`src/rtl/switch_event_encoder_if.sv`:
```
// Event handshake bundle between switch_event_encoder (master) and the game FSM (slave).
interface switch_event_encoder_if #(
  parameter int unsigned N_SW = 4
);
  localparam int unsigned IDX_W = (N_SW > 1) ? $clog2(N_SW) : 1;

  logic             EVT_VALID;
  logic             EVT_READY;
  logic [IDX_W-1:0] EVT_INDEX;
  logic             EVT_LEVEL;

  modport master (output EVT_VALID, output EVT_INDEX, output EVT_LEVEL, input EVT_READY);
  modport slave  (input EVT_VALID, input EVT_INDEX, input EVT_LEVEL, output EVT_READY);
endinterface

```
`src/rtl/switch_event_encoder.sv`:
```
// Synchronises, debounces and queues slide-switch changes as {index, level} events.
// Define SWITCH_EVT_FALL_EN to also report falling changes; otherwise only rising ones.
module switch_event_encoder #(
  parameter int unsigned N_SW            = 4,
  parameter int unsigned DEBOUNCE_CYCLES = 1250000,
  parameter int unsigned FIFO_DEPTH      = 4
) (
  input  logic                   CLOCK,
  input  logic                   RESET,
  input  logic [N_SW-1:0]        SWITCHES,
  switch_event_encoder_if.master evt,
  output logic [N_SW-1:0]        SW_STABLE,
  output logic                   EVT_OVERFLOW
);
  localparam int unsigned IDX_W = (N_SW > 1) ? $clog2(N_SW) : 1;
  localparam int unsigned CNT_W = $clog2(DEBOUNCE_CYCLES);
  localparam int unsigned AW    = $clog2(FIFO_DEPTH);
  localparam int unsigned PTR_W = AW + 1;
  localparam logic [CNT_W-1:0] CNT_LAST = CNT_W'(DEBOUNCE_CYCLES - 1);
`ifdef SWITCH_EVT_FALL_EN
  localparam int unsigned ENT_W = IDX_W + 1;
`else
  localparam int unsigned ENT_W = IDX_W;
`endif

  logic [N_SW-1:0]  r_meta;
  logic [N_SW-1:0]  r_sync;
  logic [N_SW-1:0]  r_stable;
  logic [N_SW-1:0]  r_pend;
  logic [CNT_W-1:0] r_cnt [N_SW];
  logic [ENT_W-1:0] r_mem [FIFO_DEPTH];
  logic [PTR_W-1:0] r_wptr;
  logic [PTR_W-1:0] r_wptr_vis;
  logic [PTR_W-1:0] r_rptr;
  logic             r_ovf;
`ifdef SWITCH_EVT_FALL_EN
  logic [N_SW-1:0]  r_pend_lvl;
`endif

  logic [N_SW-1:0]  w_accept;
  logic [N_SW-1:0]  w_evt;
  logic [N_SW-1:0]  w_clr;
  logic [N_SW-1:0]  w_pend_nxt;
  logic             w_lost;
  logic             w_sel_vld;
  logic [IDX_W-1:0] w_sel_idx;
  logic             w_full;
  logic             w_empty;
  logic             w_pop;
  logic             w_push;
  logic [ENT_W-1:0] w_push_ent;
  logic [ENT_W-1:0] w_head;

  always_comb begin
    w_accept = '0;
    for (int unsigned i = 0; i < N_SW; i++)
      w_accept[i] = (r_sync[i] != r_stable[i]) && (r_cnt[i] == CNT_LAST);
  end

`ifdef SWITCH_EVT_FALL_EN
  assign w_evt = w_accept;
`else
  assign w_evt = w_accept & r_sync;
`endif

  always_comb begin
    w_sel_vld = 1'b0;
    w_sel_idx = '0;
    for (int unsigned i = 0; i < N_SW; i++) begin
      if (r_pend[i] && !w_sel_vld) begin
        w_sel_vld = 1'b1;
        w_sel_idx = IDX_W'(i);
      end
    end
  end

  // Entries become visible one cycle after their write, so empty uses a lagged write pointer
  assign w_empty = (r_wptr_vis == r_rptr);
  assign w_full  = (r_wptr[AW] != r_rptr[AW]) && (r_wptr[AW-1:0] == r_rptr[AW-1:0]);
  assign w_pop   = !w_empty && evt.EVT_READY;
  assign w_push  = w_sel_vld && (!w_full || w_pop);

  always_comb begin
    w_clr = '0;
    if (w_push)
      w_clr[w_sel_idx] = 1'b1;
  end

  // A new accept overwrites a pending event only if that event is not leaving this cycle
  assign w_pend_nxt = (r_pend & ~w_clr) | w_evt;
  assign w_lost     = |(r_pend & ~w_clr & w_evt);

`ifdef SWITCH_EVT_FALL_EN
  assign w_push_ent = {w_sel_idx, r_pend_lvl[w_sel_idx]};
`else
  assign w_push_ent = w_sel_idx;
`endif

  always_ff @(posedge CLOCK) begin
    if (RESET) begin
      r_meta     <= '0;
      r_sync     <= '0;
      r_stable   <= '0;
      r_pend     <= '0;
      r_wptr     <= '0;
      r_wptr_vis <= '0;
      r_rptr     <= '0;
      r_ovf      <= 1'b0;
      for (int unsigned i = 0; i < N_SW; i++)
        r_cnt[i] <= '0;
    end else begin
      r_meta <= SWITCHES;
      r_sync <= r_meta;
      for (int unsigned i = 0; i < N_SW; i++) begin
        if (r_sync[i] == r_stable[i]) begin
          r_cnt[i] <= '0;
        end else if (w_accept[i]) begin
          r_stable[i] <= r_sync[i];
          r_cnt[i]    <= '0;
        end else begin
          r_cnt[i] <= r_cnt[i] + CNT_W'(1);
        end
      end
      r_pend <= w_pend_nxt;
      if (w_lost)
        r_ovf <= 1'b1;
      if (w_push)
        r_wptr <= r_wptr + PTR_W'(1);
      r_wptr_vis <= r_wptr;
      if (w_pop)
        r_rptr <= r_rptr + PTR_W'(1);
    end
  end

`ifdef SWITCH_EVT_FALL_EN
  always_ff @(posedge CLOCK) begin
    if (RESET) begin
      r_pend_lvl <= '0;
    end else begin
      for (int unsigned i = 0; i < N_SW; i++)
        if (w_evt[i])
          r_pend_lvl[i] <= r_sync[i];
    end
  end
`endif

  always_ff @(posedge CLOCK) begin
    if (w_push)
      r_mem[r_wptr[AW-1:0]] <= w_push_ent;
  end

  assign w_head        = r_mem[r_rptr[AW-1:0]];
  assign evt.EVT_VALID = !w_empty;
  assign evt.EVT_INDEX = w_empty ? '0 : w_head[ENT_W-1 -: IDX_W];
`ifdef SWITCH_EVT_FALL_EN
  assign evt.EVT_LEVEL = w_empty ? 1'b0 : w_head[0];
`else
  assign evt.EVT_LEVEL = 1'b1;
`endif
  assign SW_STABLE    = r_stable;
  assign EVT_OVERFLOW = r_ovf;

endmodule

```
`src/flat_wrapper.sv`:
```
// flat-port wrapper written by rule: the top's interface ports become plain ports
module switch_event_encoder_flat 
#(
  parameter int unsigned N_SW            = 4,
  parameter int unsigned DEBOUNCE_CYCLES = 1250000,
  parameter int unsigned FIFO_DEPTH      = 4
)
  (CLOCK, RESET, SWITCHES, SW_STABLE, EVT_OVERFLOW, evt_EVT_VALID, evt_EVT_INDEX, evt_EVT_LEVEL, evt_EVT_READY);
  switch_event_encoder_if #(.N_SW(N_SW)) evt_i ();
  input  logic CLOCK;
  input  logic RESET;
  input  logic [N_SW-1:0] SWITCHES;
  output logic [N_SW-1:0] SW_STABLE;
  output logic EVT_OVERFLOW;
  output wire logic [$bits(evt_i.EVT_VALID)-1:0] evt_EVT_VALID;
  output wire logic [$bits(evt_i.EVT_INDEX)-1:0] evt_EVT_INDEX;
  output wire logic [$bits(evt_i.EVT_LEVEL)-1:0] evt_EVT_LEVEL;
  input wire logic [$bits(evt_i.EVT_READY)-1:0] evt_EVT_READY;
  assign evt_EVT_VALID = evt_i.EVT_VALID;
  assign evt_EVT_INDEX = evt_i.EVT_INDEX;
  assign evt_EVT_LEVEL = evt_i.EVT_LEVEL;
  assign evt_i.EVT_READY = evt_EVT_READY;
  switch_event_encoder #(.N_SW(N_SW), .DEBOUNCE_CYCLES(DEBOUNCE_CYCLES), .FIFO_DEPTH(FIFO_DEPTH)) u_core (.CLOCK(CLOCK), .RESET(RESET), .SWITCHES(SWITCHES), .evt(evt_i), .SW_STABLE(SW_STABLE), .EVT_OVERFLOW(EVT_OVERFLOW));
endmodule
```
`config.mk`:
```
export PLATFORM = sky130hd
export DESIGN_NAME = switch_event_encoder_flat
export DESIGN_NICKNAME = d
export VERILOG_FILES = /design/src/rtl/switch_event_encoder_if.sv /design/src/rtl/switch_event_encoder.sv /design/src/flat_wrapper.sv
export SDC_FILE = /design/constraint.sdc
export NUM_CORES = 1
export LEC_CHECK = 0
export CAP_MARGIN = 0
export CORE_ASPECT_RATIO = 0.5
export CORE_MARGIN = 2
export CORE_UTILIZATION = 41
export CTS_BUF_LIST = sky130_fd_sc_hd__clkbuf_8
export CTS_CLUSTER_DIAMETER = 150
export CTS_CLUSTER_SIZE = 10
export DETAILED_ROUTE_END_ITERATION = 12
export GPL_TIMING_DRIVEN = 0
export PLACE_DENSITY = 0.68
export SYNTH_ARGS = -nofsm -noshare
export SYNTH_HDL_FRONTEND = slang
export SYNTH_SLANG_ARGS = --single-unit
export TNS_END_PERCENT = 1
```
`constraint.sdc`:
```
create_clock -name CLOCK -period 1.8 [get_ports CLOCK]
set_input_delay 0.36 -clock CLOCK [delete_from_list [all_inputs] [get_ports CLOCK]]
set_output_delay 0.36 -clock CLOCK [all_outputs]
set_load 0.005 [all_outputs]
```
==> results.ini <==
[placed_design]
place_congestion=0.830
io_buffers=14
numPlacedInstances=854
post-dp-hpwl_um=7440

[critical_path]
crit_chain=or4_4, nor3_4, or3_4, buf_8, nor2_1
arrival_ns=2.08
cp-start-kind=register
endpoint_kind=register
critical-path-max-stage-delay_ns=0.59
rrSetupSlack_ns=-0.1
cp.required_ns=1.98
critPathSlowestCell=or4_4
reg2regPathDepth=5
worst-path-max-fanout=10
r2r-start=u_core.r_cnt[1][14]
rr_endpoint=u_core.r_cnt[1][3]
crit_type=register to register

[cells_and_area]
final_cell_mix=nor2_1, edfxtp_1, conb_1
layout_commonest_cell=nor2_1
nNetsFinal=701
stdcell_count=896
antenna-diode-count=0
n_fill_cell=1277
drive_above_1_share=0.130
area_growth_pct=23.0

[sta]
setup_viol=63
finalCritPeriodShare=1.05
timing.fmax_ghz=0.527
max_slew_margin=0.663
setup_slack_ns=-0.0968
period_needed_ns=1.90
tns_ns=-3.27
tightest_slew_ns=0.505
grt_setup_unrepaired=yes
drv_slew=0
skew_ns=0.00748
finalHoldViolCount=0

[detailed_routing]
num_vias=4132
drt_iter0_markers=219
first_pass_iters=5
antenna_left=0
wire_per_inst_um=11.7
post-route-drc-count=0
drt_wl_total_um=10500
drt-vias-per-instance=4.61

[grt]
antenna_found_initial=0
grt.total_usage=0.142
grt_max_degree=17
gr-total-overflow=0
first_global_vias=4045
grt_pass1_wl_um=18200

[synthesis]
ys_types=50
yosysWarnings=0
synth_edf_count=92
yosysSeqAreaShare=0.547
synthCells=558
synthArstFlopShare=0
ys_ff_latch=120
dominantRegCellSynth=edfxtp_1
synth_area_mm2=0.00608
syn_avg_cell_area_um2=10.9

[die]
rows=31
die_x_um=176
core_area_mm2=0.0145
die_area_mm2=0.0159
die_y_um=90.1
initial_core_util=0.420
io_pins=16

[outcome]
status=finished with violations
violations=setup timing

[clock_tree]
cts_tree=yes
cts_buffer_depth=2
htreeDepth=4
ctsHoldBuffers=0
clkSinkCount=120
cts_root_buf=clkbuf_8
clock_latency_ns=0.42
cts_buffers=17
clk_pin_slew_worst_paths_ns=0.07

[worst_hold_path]
holdPathStages=1
hp-class=register to register
hold_start=u_core.r_meta[0]
worstHoldEndpoint=u_core.r_sync[0]

[flow_run]
maxCapViolations=0

[power]
power_density_mw_per_mm2=804
p_leak_nw=2.72
vdd_ir_drop_max_mv=0.372

-- synthesized netlist by cell type (all sizes together) (13+ instances only) --
master | n | share of area
nor2 | 120 | 0.074
edfxtp | 92 | 0.45
xnor2 | 56 | 0.081
nand3 | 36 | 0.030
xor2 | 33 | 0.048
dfxtp | 28 | 0.092
nand2 | 27 | 0.017
nand4 | 18 | 0.021
nor2b | 16 | 0.016
inv | 14 | 0.0086
and3 | 13 | 0.013
-- per-layer routing --
layer / vias up / share of wire / global-route usage / routed length, um
met2: 49 / 0.47 / 0.231 / 4950
met3: 12 / 0.028 / 0.0423 / 299
li1: 2126 / - / - / -
met5: - / 0 / 0 / 0
met1: 1945 / 0.49 / 0.181 / 5110
met4: 0 / 0.012 / 0.0523 / 125
-- registers in the layout, summed over array words and instances, names as in the netlist, 3 cells and up, named ones only --
name               cells
u_core.r_wptr          3
u_core.r_mem           8
u_core.r_meta          4
u_core.r_pend          4
u_core.r_sync          4
u_core.r_rptr          3
u_core.SW_STABLE       4
u_core.r_wptr_vis      3
u_core.r_cnt          84
-- critical path: cells and delay by family (launching register included) --
kind	cells	cell delay (ns)
simple gates	4	1.04
flops	1	0.47
buf+inv	1	0.13
-- repair_timing --
item / 4_1_cts / 5_1_grt
gates resized for setup: 39 / 14
endpoints found under the setup margin: 87 / 88
pin swaps: 30 / 15
setup buffers: 4 / 6
-- where the power goes --
part	internal, W	switching (W)
Sequential	0.00306	0.0000939
Combinational	0.000109	0.000123
Clock	0.00160	0.00102
Total	0.00478	0.00124
-- stage by stage --
step | total power [W] | util | area, um^2 | hold WS [ns] | setup WS, ns
CTS | 0.00607 | 0.510 | 7370 | 0.449 | -0.125
finish | 0.00601 | 0.517 | 7480 | 0.442 | -0.0968
detailed placement | 0.00343 | 0.469 | 6790 | 0.434 | -0.329
global route | 0.00625 | 0.517 | 7480 | 0.457 | -0.159
global placement | 0.00342 | 0.469 | 6790 | 0.424 | -0.307
floorplan | 0.00336 | - | 6400 | 0.414 | 0.00453
-- cells by family (layout without fill, tap and decap cells) --
logic type,after synthesis,in the layout,share of synthesized area
simple gates,287,287,0.245
flops,120,120,0.547
xor+xnor,89,89,0.128
buf+inv,28,84,0.0247
compound gates,16,16,0.0195
fa+ha+maj,9,9,0.0185
mux,8,8,0.0173
other cells,1,85,0.000617
-- cell type report --
class	count	area, um^2	area share
sequential	120	3330	0.445
multi-input combinational	494	3090	0.413
tap	198	248	0.0331
clock buffer	17	234	0.0313
timing repair buffer	24	211	0.0283
clock inverter	15	190	0.0254
buffer	14	129	0.0172
inverter	14	52.6	0.00702
-- worst max path at each step --
stage	from	to	slack, ns	cells past startpoint
after floorplan	u_core.r_cnt[2][0]	u_core.r_cnt[2][10]	0.005	7
after global placement	RESET	u_core.r_pend[1]	-0.31	4
after detailed placement	u_core.r_cnt[3][0]	u_core.r_cnt[3][20]	-0.33	6
after CTS	u_core.r_cnt[1][0]	u_core.r_cnt[1][3]	-0.13	7
after global routing	u_core.r_cnt[1][5]	u_core.r_cnt[1][18]	-0.16	5
final	u_core.r_cnt[1][14]	u_core.r_cnt[1][3]	-0.1	5
No activity file was read; power rests on OpenSTA's default activity.
